==> config.mk <==
export PLATFORM = sky130hd
export DESIGN_NAME = pipe_skid_reg
export DESIGN_NICKNAME = d
export VERILOG_FILES = /design/src/rtl/pipe_skid_reg.sv
export SDC_FILE = /design/constraint.sdc
export NUM_CORES = 1
export LEC_CHECK = 0
export CORE_AREA = 8 8 98 100
export DETAILED_ROUTE_END_ITERATION = 8
export DIE_AREA = 0 0 106 108
export PLACE_DENSITY = 0.65
export SLEW_MARGIN = 0
export SYNTH_ARGS = -nofsm -noshare
export SYNTH_HDL_FRONTEND = slang
export SYNTH_SLANG_ARGS = --single-unit
export TNS_END_PERCENT = 50
==> constraint.sdc <==
create_clock -name clk -period 3.3 [get_ports clk]
set_clock_uncertainty 0.05 [all_clocks]
set_input_delay 0.33 -clock clk [delete_from_list [all_inputs] [get_ports clk]]
set_output_delay 0.33 -clock clk [all_outputs]
set_load 0.005 [all_outputs]
==> src/rtl/pipe_skid_reg.sv <==
// Two-entry skid buffer between pipeline stages; in_ready, out_valid and out_data are all registered.
// Optional synchronous flush is built only when PIPE_SKID_FLUSH_EN is defined.
module pipe_skid_reg #(
  parameter int WIDTH = 32
) (
  input  logic             clk,
  input  logic             clr_n,
  input  logic             in_valid,
  input  logic [WIDTH-1:0] in_data,
  output logic             in_ready,
  output logic             out_valid,
  output logic [WIDTH-1:0] out_data,
  input  logic             out_ready,
  input  logic             flush
);

  // state | meaning
  // EMPTY | no word held
  // BUSY  | one word, in main
  // FULL  | two words, head in main, second in skid
  typedef enum logic [1:0] {
    EMPTY = 2'd0,
    BUSY  = 2'd1,
    FULL  = 2'd2
  } state_t;

  state_t           state, state_nxt;
  logic [WIDTH-1:0] main_q, skid_q;
  logic             in_xfer, out_xfer, flush_act;

  assign in_xfer  = in_valid & in_ready;
  assign out_xfer = out_valid & out_ready;
  assign out_data = main_q;

`ifdef PIPE_SKID_FLUSH_EN
  assign flush_act = flush;
`else
  logic unused_flush;
  assign unused_flush = flush;
  assign flush_act    = 1'b0;
`endif

  always_comb begin
    state_nxt = state;
    if (flush_act) begin
      state_nxt = EMPTY;
    end else begin
      case (state)
        EMPTY: if (in_xfer) state_nxt = BUSY;
        BUSY: begin
          if (in_xfer && !out_xfer)      state_nxt = FULL;
          else if (!in_xfer && out_xfer) state_nxt = EMPTY;
        end
        FULL:    if (out_xfer) state_nxt = BUSY;
        default: state_nxt = EMPTY;
      endcase
    end
  end

  always_ff @(posedge clk or negedge clr_n) begin
    if (!clr_n) begin
      state     <= EMPTY;
      out_valid <= 1'b0;
      in_ready  <= 1'b0;
    end else begin
      state     <= state_nxt;
      out_valid <= (state_nxt != EMPTY);
      in_ready  <= (state_nxt != FULL);
    end
  end

  // Registers load only on the listed transfers; everything else holds.
  always_ff @(posedge clk or negedge clr_n) begin
    if (!clr_n) begin
      main_q <= '0;
      skid_q <= '0;
    end else if (flush_act) begin
      main_q <= '0;
      skid_q <= '0;
    end else begin
      case (state)
        EMPTY: if (in_xfer) main_q <= in_data;
        BUSY: begin
          if (in_xfer && out_xfer) main_q <= in_data;
          else if (in_xfer)        skid_q <= in_data;
        end
        FULL:    if (out_xfer) main_q <= skid_q;
        default: ;
      endcase
    end
  end

endmodule

==> results_dict.tcl <==
set metrics [dict create \
    route.detailed.drc 0 \
    synth_warnings 0 \
    place_ws_ps 717 \
    clock_latency_ps 320 \
    core-area_um2 8050 \
    synth_seq_cells 68 \
    via_count 1812 \
    numCtsBuffers 9 \
    fill_cells 720 \
    crit_end "skid_q[1]" \
    reg2reg_setup_slack_ps 1150 \
    cts-root-buf "clkbuf_8" \
    finalSetupViolations 0 \
    wl_mm 6.20 \
    top_layer "met4" \
    path_class "primary input to flop" \
    cts_tree "done" \
    die_h_um 108 \
    antenna_found_initial 0 \
    post-dp-hpwl_mm 4.02 \
    slew_viol_final 0 \
    slew_headroom_pct 36.9 \
    holdCritPathClass "primary input to asynchronous set/reset pin" \
    outcome "complete, no violations" \
    viasPerCell 4.83 \
    synthesis.area_um2 3160 \
    min_period_over_period_pct 67.3 \
    cp.arrival_ps 2380 \
    synthCells 193 \
    htree_levels 3 \
    finalWorstSetupSlack_ps 1080 \
    wl_per_cell_um 16.5 \
    cts_max_path_buffers 2 \
    r2r_end "skid_q[1]" \
    synthTopCellsByCount "dfrtp_1 (68), mux2_2 (60), mux2_4 (30)" \
    startpoint_type "primary input" \
    synth_flop_cell "dfrtp_1" \
    rsz0062_at_grt "no" \
    fin_nets 304 \
    die_area_um2 11400 \
    grt_pass1_wl_mm 10.6 \
    clock_sinks 68 \
    clk_pin_slew_ps 70 \
    power_uw 3750 \
    max_clock_freq_mhz 450 \
    grt_use_total_pct 11.5 \
    met3WireLength_um 469 \
    ys_types 25 \
    end_kind "flop" \
    cp.required_ps 3460 \
    stdcell_count 375 \
    cts_setup_buffers 0 \
    drive_above_1_share_pct 40.7 \
    start_util_pct 39.2 \
    area_delta_synth_final_pct 29.0 \
    yosysMostFrequentCell "dfrtp_1" \
    synth_edf_count 0 \
    syn_nets 230 \
    cts-resized-gates 0 \
    wl_met2_mm 2.69 \
    synthArstFlopShare_pct 100 \
    synthTopCellsByArea "dfrtp_1 (54%), mux2_2 (21%), mux2_4 (14%), mux2_1 (2.1%), buf_12 (1.9%)" \
    min_period_ps 2220 \
    die_x_um 106 \
    dr.pass1.iters 3 \
    placed_cells 360 \
    power_density_nw_per_um2 921 \
    grt_overflow 0 \
    met1Wirelength_mm 3.00 \
    synth_seq_area_share_pct 53.9 \
    path_max_fanout 17 \
    leakage_uw 0.00176 \
    num_rows 33 \
    post-route-util_pct 50.6 \
    gp_congestion 0.670 \
    drv_cap 0 \
    avgSynthCellArea_um2 16.3 \
    yosys.area.top_type_share_pct 53.9 \
    finalSetupTns_ps 0 \
    synth_largest_area_cell "dfrtp_1" \
    portBuffers 69 \
    hold_violations 0 \
    ir_worst_vdd_v 0.000355 \
    ant_nets 0 \
    reg2reg_from "out_valid" \
    ff2ff_path_depth 4 \
    io_pins 71 \
    grt_pass1_vias 2078 \
    startpoint "out_ready" \
    grt_max_degree 53 \
    tightestPinTransition_ps 947 \
    drt-initial-drc-count 54 \
    n_antenna_cell 0 \
]
logic make-up (layout without fill, tap and decap cells):
group	Yosys count	in the layout	share of synthesized area (%)
flops	68	68	53.9
simple gates	10	10	2.06
compound gates	8	8	2.06
mux	96	96	37.8
buf+inv	11	88	4.12
worst min-delay path by stage:
stage,start,endpoint,slack [ps],cells past startpoint
floorplan,clr_n,in_ready,-20,0
global placement,clr_n,out_data[8],220,1
finish,clr_n,skid_q[8],400,2
detailed placement,clr_n,skid_q[8],230,1
global route,clr_n,out_data[8],450,2
CTS,clr_n,skid_q[8],390,2
flip-flops by register name (all words and copies together), names as in the netlist:
signal     cells
out_valid      1
in_ready       1
skid_q        32
out_data      32
state          2
critical path, stage by stage:
cell and delay (ps):
clkdlybuf4s50_1 520, a21boi_1 280, nand2_1 520, buf_4 390
mux2_1 320
metal layers:
layer,vias up,global-route usage (%)
li1,846,-
met1,907,14.8
met2,54,17.4
met3,5,4.10
met4,0,4.52
met5,-,0
report_power, final:
part | internal (uW) | total, uW | leakage (uW) | switching, uW
sequential | 1260 | 1490 | 0.000802 | 231
combinational | 1100 | 1590 | 0.000861 | 490
clock | 382 | 667 | 0.0000983 | 285
area by class of cell:
type | instances | area [um2] | area share (%)
timing repair buffer | 73 | 718 | 17.6
inverter | 1 | 3.75 | 0.0922
sequential | 68 | 1700 | 41.8
clock inverter | 2 | 35.0 | 0.860
tap | 105 | 131 | 3.23
multi-input combinational | 114 | 1330 | 32.6
clock buffer | 12 | 155 | 3.81
layout by cell type, fill, tap and decap left out:
| cell type | n |
|---|---|
| a211o_4 | 1 |
| a21boi_1 | 1 |
| a21oi_1 | 1 |
| a22o_2 | 1 |
| a22oi_1 | 1 |
| a31oi_1 | 1 |
| and2_1 | 1 |
| and3b_1 | 1 |
| and4_1 | 1 |
| and4b_1 | 1 |
| buf_2 | 1 |
| buf_4 | 3 |
| bufinv_16 | 1 |
| clkbuf_1 | 1 |
| clkbuf_8 | 11 |
| clkdlybuf4s50_1 | 68 |
| clkinv_2 | 1 |
| dfrtp_1 | 68 |
| dlygate4sd3_1 | 1 |
| inv_1 | 1 |
| mux2_1 | 6 |
| mux2_2 | 60 |
| mux2_4 | 30 |
| nand2_1 | 4 |
| nand2b_2 | 1 |
| nor4bb_1 | 1 |
| o21ai_0 | 1 |
| o22ai_1 | 1 |
metrics by stage:
step           cell area [um2]  hold WS [ps]
2_1_floorplan             3160         -15.6
3_3_place_gp              3870           219
3_5_place_dp              3870           226
4_1_cts                   4070           392
5_1_grt                   4070           451
6_report                  4070           402
what timing repair did:
item,4_1_cts,5_1_grt
hold endpoints to repair,16,0
hold buffers,1,0
endpoints found under the setup margin,0,0
Note: power is estimated with default switching activity, not from simulation.
